**src/rtl/ldm_stm_sequencer.sv**
```systemverilog
// Multi-register load/store sequencer (PUSH/POP/LDMIA/STMIA): walks a register list
// one word beat at a time, driving the register file and data-memory ports directly.
module ldm_stm_sequencer #(
  parameter int LIST_W = 9,
  parameter int HI_IDX = 14
) (
  input  logic              CLK,
  input  logic              nRST,
  input  logic              START,
  input  logic              LOAD,
  input  logic              DECB,
  input  logic              WBACK,
  input  logic [3:0]        RN,
  input  logic [LIST_W-1:0] REGLIST,
  output logic [3:0]        RF_RA0,
  input  logic [31:0]       RF_DOUT0,
  output logic [3:0]        RF_RA1,
  input  logic [31:0]       RF_DOUT1,
  output logic              RF_WEN1,
  output logic [3:0]        RF_WA1,
  output logic [31:0]       RF_DI1,
  output logic              RF_WEN2,
  output logic [3:0]        RF_WA2,
  output logic [31:0]       RF_DI2,
  output logic              MEM_REQ,
  output logic              MEM_WR,
  output logic [31:0]       MEM_ADDR,
  output logic [31:0]       MEM_WDATA,
  input  logic              MEM_READY,
  input  logic [31:0]       MEM_RDATA,
  output logic              PC_WEN,
  output logic [31:0]       PC_DATA,
  output logic              BUSY,
  output logic              DONE
);

  localparam logic [1:0] S_IDLE  = 2'd0;
  localparam logic [1:0] S_SETUP = 2'd1;
  localparam logic [1:0] S_XFER  = 2'd2;
  localparam logic [1:0] S_FIN   = 2'd3;

  localparam logic [3:0] HI_REG = 4'(HI_IDX);
  localparam logic [3:0] HI_BIT = 4'(LIST_W - 1);

  logic [1:0]        state_q, state_d;
  logic              load_q, load_d;
  logic              decb_q, decb_d;
  logic              wback_q, wback_d;
  logic [3:0]        rn_q, rn_d;
  logic [LIST_W-1:0] list_q, list_d;
  logic [LIST_W-1:0] rem_q, rem_d;
  logic [31:0]       addr_q, addr_d;
  logic [31:0]       final_q, final_d;

  logic [3:0]        cur_bit;
  logic [3:0]        cnt;
  logic [31:0]       span;
  logic [LIST_W-1:0] rem_clr;
  logic              is_hi;
  logic              list_empty;
  logic              wb_block;

  // Lowest remaining list bit is the register for the current beat.
  always_comb begin
    cur_bit = 4'd0;
    for (int i = LIST_W - 1; i >= 0; i--) begin
      if (rem_q[i]) cur_bit = 4'(i);
    end
  end

  always_comb begin
    cnt = 4'd0;
    for (int i = 0; i < LIST_W; i++) begin
      cnt = cnt + {3'd0, list_q[i]};
    end
  end

  assign span       = {26'd0, cnt, 2'b00};
  assign rem_clr    = rem_q & (rem_q - {{(LIST_W-1){1'b0}}, 1'b1});
  assign is_hi      = (cur_bit == HI_BIT);
  assign list_empty = (list_q == '0);
  // A load that overwrites its own base keeps the loaded value.
  assign wb_block   = load_q && !rn_q[3] && list_q[rn_q[2:0]];

  always_comb begin
    state_d = state_q;
    load_d  = load_q;
    decb_d  = decb_q;
    wback_d = wback_q;
    rn_d    = rn_q;
    list_d  = list_q;
    rem_d   = rem_q;
    addr_d  = addr_q;
    final_d = final_q;
    case (state_q)
      S_IDLE: begin
        if (START) begin
          load_d  = LOAD;
          decb_d  = DECB;
          wback_d = WBACK;
          rn_d    = RN;
          list_d  = REGLIST;
          rem_d   = REGLIST;
          state_d = (REGLIST == '0) ? S_FIN : S_SETUP;
        end
      end
      S_SETUP: begin
        addr_d  = decb_q ? (RF_DOUT0 - span) : RF_DOUT0;
        final_d = decb_q ? (RF_DOUT0 - span) : (RF_DOUT0 + span);
        state_d = S_XFER;
      end
      S_XFER: begin
        if (MEM_READY) begin
          rem_d  = rem_clr;
          addr_d = addr_q + 32'd4;
          if (rem_clr == '0) state_d = S_FIN;
        end
      end
      default: state_d = S_IDLE;
    endcase
  end

  always_ff @(posedge CLK) begin
    if (!nRST) begin
      state_q <= S_IDLE;
      load_q  <= 1'b0;
      decb_q  <= 1'b0;
      wback_q <= 1'b0;
      rn_q    <= 4'd0;
      list_q  <= '0;
      rem_q   <= '0;
      addr_q  <= 32'd0;
      final_q <= 32'd0;
    end else begin
      state_q <= state_d;
      load_q  <= load_d;
      decb_q  <= decb_d;
      wback_q <= wback_d;
      rn_q    <= rn_d;
      list_q  <= list_d;
      rem_q   <= rem_d;
      addr_q  <= addr_d;
      final_q <= final_d;
    end
  end

  always_comb begin
    RF_RA0    = 4'd0;
    RF_RA1    = 4'd0;
    RF_WEN1   = 1'b0;
    RF_WA1    = 4'd0;
    RF_DI1    = 32'd0;
    RF_WEN2   = 1'b0;
    RF_WA2    = 4'd0;
    RF_DI2    = 32'd0;
    MEM_REQ   = 1'b0;
    MEM_WR    = 1'b0;
    MEM_ADDR  = 32'd0;
    MEM_WDATA = 32'd0;
    PC_WEN    = 1'b0;
    PC_DATA   = 32'd0;
    BUSY      = (state_q != S_IDLE);
    DONE      = (state_q == S_FIN);
    case (state_q)
      S_SETUP: RF_RA0 = rn_q;
      S_XFER: begin
        MEM_REQ  = 1'b1;
        MEM_WR   = !load_q;
        MEM_ADDR = {addr_q[31:2], 2'b00};
        if (!load_q) begin
          RF_RA1    = is_hi ? HI_REG : cur_bit;
          MEM_WDATA = RF_DOUT1;
        end else if (MEM_READY) begin
          if (is_hi) begin
            PC_WEN  = 1'b1;
            PC_DATA = MEM_RDATA;
          end else begin
            RF_WEN1 = 1'b1;
            RF_WA1  = cur_bit;
            RF_DI1  = MEM_RDATA;
          end
        end
      end
      S_FIN: begin
        // An empty list never passed through SETUP, so the base is read here.
        if (list_empty) RF_RA0 = rn_q;
        if (wback_q && !wb_block) begin
          RF_WEN2 = 1'b1;
          RF_WA2  = rn_q;
          RF_DI2  = list_empty ? RF_DOUT0 : final_q;
        end
      end
      default: ;
    endcase
  end

endmodule

```
**config.mk**
```make
export PLATFORM = sky130hd
export DESIGN_NAME = ldm_stm_sequencer
export DESIGN_NICKNAME = d
export VERILOG_FILES = /design/src/rtl/ldm_stm_sequencer.sv
export SDC_FILE = /design/constraint.sdc
export NUM_CORES = 1
export LEC_CHECK = 0
export CORE_MARGIN = 2
export CORE_UTILIZATION = 49
export DETAILED_ROUTE_END_ITERATION = 16
export PLACE_DENSITY = 0.87
export SLEW_MARGIN = 25
export SYNTH_ARGS = -nofsm -noshare
export SYNTH_HDL_FRONTEND = slang
export SYNTH_SLANG_ARGS = --single-unit
```
**constraint.sdc**
```tcl
create_clock -name CLK -period 9.8 [get_ports CLK]
set_input_delay 2.45 -clock CLK [delete_from_list [all_inputs] [get_ports CLK]]
set_output_delay 2.45 -clock CLK [all_outputs]
set_load 0.1 [all_outputs]
```
## Yosys cells after proc, flatten, opt, wreduce, memory -nomap -nowiden

Cells that the tools add are included.

| storage, ports and cells | value |
|---|---|
| flip-flop bits (word level) | 91 |
| output and inout port bits | 183 |
| bits of input ports | 116 |

| operators by class | value |
|---|---|
| magnitude comparators | 1 |
| multiplexer cells | 60 |
| add/subtract/negate cells | 12 |
| reduce and logical (&&, ||, !) cells | 17 |
| bitwise operators | 1 |
| eq/ne operators | 7 |

Operators with widths:

| cell | count |
|---|---|
| 32-bit two-way mux | 17 |
| 4-bit two-way mux | 19 |
| 32-bit one-hot mux with 2 select lines | 1 |
| 32-bit by 3-bit adder with 32-bit output (second input constant) | 1 |
| 32-bit by 6-bit adder with 32-bit output | 1 |
| 32-bit by 6-bit subtractor with 32-bit output | 1 |
| 9-bit logical NOT | 3 |
| 4-bit by 1-bit adder with 4-bit output | 5 |
| 9-bit two-way mux | 2 |
| 9-bit one-hot mux with 2 select lines | 1 |
| 1-bit two-way mux | 13 |
| 9-bit bitwise AND | 1 |
| 9-bit by 1-bit subtractor with 9-bit output (second input constant) | 1 |
| 2-bit two-way mux | 4 |
| 4-bit one-hot mux with 2 select lines | 1 |
| 2-bit inequality test (second input constant) | 3 |
| 2-bit one-hot mux with 3 select lines | 1 |
| 3-bit AND reduction | 2 |
| 2-bit nonzero test | 3 |
| 3-bit by 5-bit < comparator with 1-bit output (second input constant) | 1 |
| 3-bit by 1-bit adder with 4-bit output | 1 |
| 2-bit == test (second input constant) | 2 |
| 4-bit == test (second input constant) | 1 |
| 2-bit AND reduction | 2 |
| other kinds (7) | 11 |

## Longest topological paths before layout

| depth | value |
|---|---|
| depth after elaboration | 14 |
| gate-level depth with buffers | 17 |
| gate-level depth less buffers | 16 |

## Least setup slack after synthesis

Ideal clock, no wire load.

| path | value |
|---|---|
| path kind | in2out |
| from | input MEM_READY |
| to | output RF_DI1[22] |
| stages on the path | 4 |
| arrival time | 4.753 ns |
| slack | 2.597 ns |
| cell sequence | nand3_1 -> a31oi_1 -> clkbuf_1 -> and2_1 |

| between the ends | value |
|---|---|
| word-level cells in the longest chain between the ends | 3 |

Ends and longest elaborated chain:

| what | line | RTL |
|---|---|---|
| start, declared | 29 | `input logic MEM_READY,` |
| 32-bit two-way mux | 173 | `end else if (MEM_READY) begin` |
| 32-bit two-way mux | 170 | `if (!load_q) begin` |
| 32-bit two-way mux | 164 | `case (state_q)` |
| end, declared | 21 | `output logic [31:0] RF_DI1,` |

Every way passes these cells.

## Final worst setup path

| path | value |
|---|---|
| from | input MEM_READY |
| to | output RF_DI1[30] |

Same word-level chain as after synthesis.

==> out/qor.yml <==
status:
  status: "complete, no violations"
placed_design:
  placed_area_sq_um: 10500
  hpwl_microns: 23500
  gp_congestion: 0.984
  port_buffers: 295
  dp_slack_ns: 1.70
floorplan:
  rows: 45
  die_w_microns: 129
  start_util_pct: 50.0
  num_io_pins: 299
  dieHeight_microns: 129
  coreArea_sq_um: 15200
  die-area_sq_um: 16500
setup_path:
  crit_path_frequent_cell: "clkdlybuf4s50_1"
  crit_required_ns: 7.35
  path_max_fanout: 33
  slowest_delay_ns: 1.14
  crit_path_top_delay_cell: "clkdlybuf4s50_1"
  critPathBufInv: 3
  crit_family: "buffers and inverters"
  end_kind: "output port"
  startpoint_type: "input pin"
  crit_chain: "clkdlybuf4s50_1 -> buf_4 -> nand3_1 -> a31oi_4 -> and2_1 -> clkdlybuf4s50_1"
  criticalPathCategory: "input pin to output port"
  arrival_ns: 5.43
yosys:
  synth-edff-count: 0
  syn-cell-area_sq_um: 7600
  ys_types: 76
  synthArstFlopShare_pct: 0
  ys_seq_area_share_pct: 23.4
  ys.flop_type: "dfxtp_1"
  synth_seq_cells: 89
  yosysWarningCount: 0
  synth.avg_cell_area_sq_um: 7.06
  postSynthCellCount: 1077
sta:
  finalClockSkew_ns: 0.0106
  clock.fmax_mhz: 127
  slew_viol_final: 0
  rsz0062_at_grt: "false"
  max_slew.worst_pin.slew_ns: 1.09
  slew_headroom_pct: 27.1
  setup_tns_ns: 0
  period_minus_slack_ns: 7.88
  setup_viol: 0
  post-route-period-util_pct: 80.4
  setup_slack_ns: 1.92
  finalHoldViolations: 0
drt:
  wl_microns: 30300
  drc_errors: 0
  post_drt_wl_per_cell_microns: 20.3
  via_count: 8983
  drtAntennaViolNets: 0
  drt_iter0_markers: 981
  dr.pass1.iters: 5
  viasPerCell: 6.00
final_layout:
  fillCellCount: 1257
  area_growth_syn_to_layout_pct: 42.4
  drive_above_1_share_pct: 4.75
  stdcell_area_sq_um: 10800
  fin_nets: 1441
  layout_common_cells: "clkdlybuf4s50_1, nand2_1, a21oi_1"
  final_common_cell: "clkdlybuf4s50_1"
global_route:
  grt_pass1_wl_microns: 45200
  grt_pass1_vias: 7734
  track_usage_pct: 35.0
  antenna_found_initial: 4
  gr-total-overflow: 0
  grt_start_max_net_pins: 100
clock_tree:
  clk_pin_slew_ns: 0.07
  clk_latency_ns: 0.36
  clock_sinks: 89
  cts_tree: "built"
  cts_buffer_depth: 2
  post-cts-setup-buffer-count: 0
  cts_resized: 0
  h-tree-depth: 3
  cts_made_buffers: 9
  cts_hold_buf: 0
  root_buffer: "clkbuf_16"
power:
  power_density_nw_per_um2: 202
  power_leakage_uw: 0.00393
  peakVddDrop_uv: 154
hold_path:
  hold_class: "flip-flop to flip-flop"
job:
  max_cap_violations: 0
==> logic make-up (layout without fill, tap and decap cells) <==
family	count (synthesis)	in the layout	synth area share (%)
AO/OA/AOI/OAI	240	240	20.1
XOR/XNOR	38	38	4.38
adder cells (fa/ha/maj)	26	26	4.94
other	1	6	0.0493
buffers and inverters	139	365	7.44
multiplexers	14	14	2.17
AND/OR/NAND/NOR	530	530	37.5
flip-flops	89	89	23.4
==> synthesized netlist by cell type (all sizes together) (14+ instances only) <==
| master | count | area, sq um |
|---|---|---|
| a211oi | 14 | 105 |
| xor2 | 18 | 158 |
| clkbuf | 76 | 285 |
| buf | 18 | 111 |
| nor3 | 20 | 110 |
| o211ai | 17 | 128 |
| nand2 | 148 | 556 |
| nand3b | 27 | 203 |
| and3 | 41 | 257 |
| nand3 | 35 | 175 |
| and2 | 91 | 569 |
| nand4 | 19 | 119 |
| nor2 | 68 | 255 |
| o21ai | 34 | 170 |
| a21oi | 98 | 490 |
| dfxtp | 89 | 1780 |
| ha | 18 | 225 |
| xnor2 | 20 | 175 |
| inv | 44 | 165 |
| nor4 | 20 | 153 |
==> flip-flops by register name (all words and copies together), names as in the netlist <==
name and cells:
addr_q 30, decb_q 1, final_q 32, list_q 9
load_q 1, rem_q 9, rn_q 4, state_q 2
wback_q 1
==> metal layers <==
metal  part of all wire [%]  routed length [microns]  global-route usage, %
met1                     40                    12300                   47.3
met2                     46                    14000                   54.5
met3                     10                     3060                   7.36
met4                    3.3                     1010                   14.8
met5                      0                        0                      0
==> worst register-to-register path, stage by stage (launching register included) <==
cell and delay [ns]:
dfxtp_1 0.39, inv_1 0.11, fa_1 0.58, fa_1 0.44
fa_1 0.48, fa_1 0.44, nor2b_1 0.14, o21a_1 0.17
inv_1 0.06, ha_1 0.19, nor4_2 0.30, nand4_1 0.73
nor4_1 0.83, nand3_1 0.29, xor2_1 0.25, a211oi_1 0.23
==> power by group <==
part,internal (uW),switching (uW),leakage (uW),total (uW)
logic,388,815,0.00304,1200
registers,474,120,0.000730,593
clock network,232,160,0.000159,392
total,1090,1090,0.00393,2190
==> per-stage QoR <==
stage               utilization (%)  hold slack [ns]  cells  total power [uW]
floorplan                         -            0.445   1079              1460
global placement               68.9            0.459   1477              1740
CTS                            71.1            0.477   1493              2170
finish                         71.2            0.472   1496              2190
global route                   71.2            0.507   1496              2310
detailed placement             69.0            0.464   1477              1780
==> worst paths after layout <==
kind | startpoint | depth (start not counted) | endpoint | slack, ns
min reg2reg | final_q[19] | 2 | final_q[19] | 0.47
max reg2reg | list_q[0] | 15 | addr_q[24] | 4.11
min | final_q[19] | 2 | final_q[19] | 0.47
max | MEM_READY | 6 | RF_DI1[30] | 1.92
==> final cells by class <==
cell class	count	area, sq um	area share [%]
multi-input cells	851	5310	49.0
repair buffers	304	3000	27.7
flip-flops and latches	89	1780	16.5
clock buffers	10	239	2.21
well taps	188	235	2.17
inverters	45	169	1.56
clock inverters	6	90.1	0.832
diodes	3	7.51	0.0693
No activity file was read; power rests on OpenSTA's default activity.
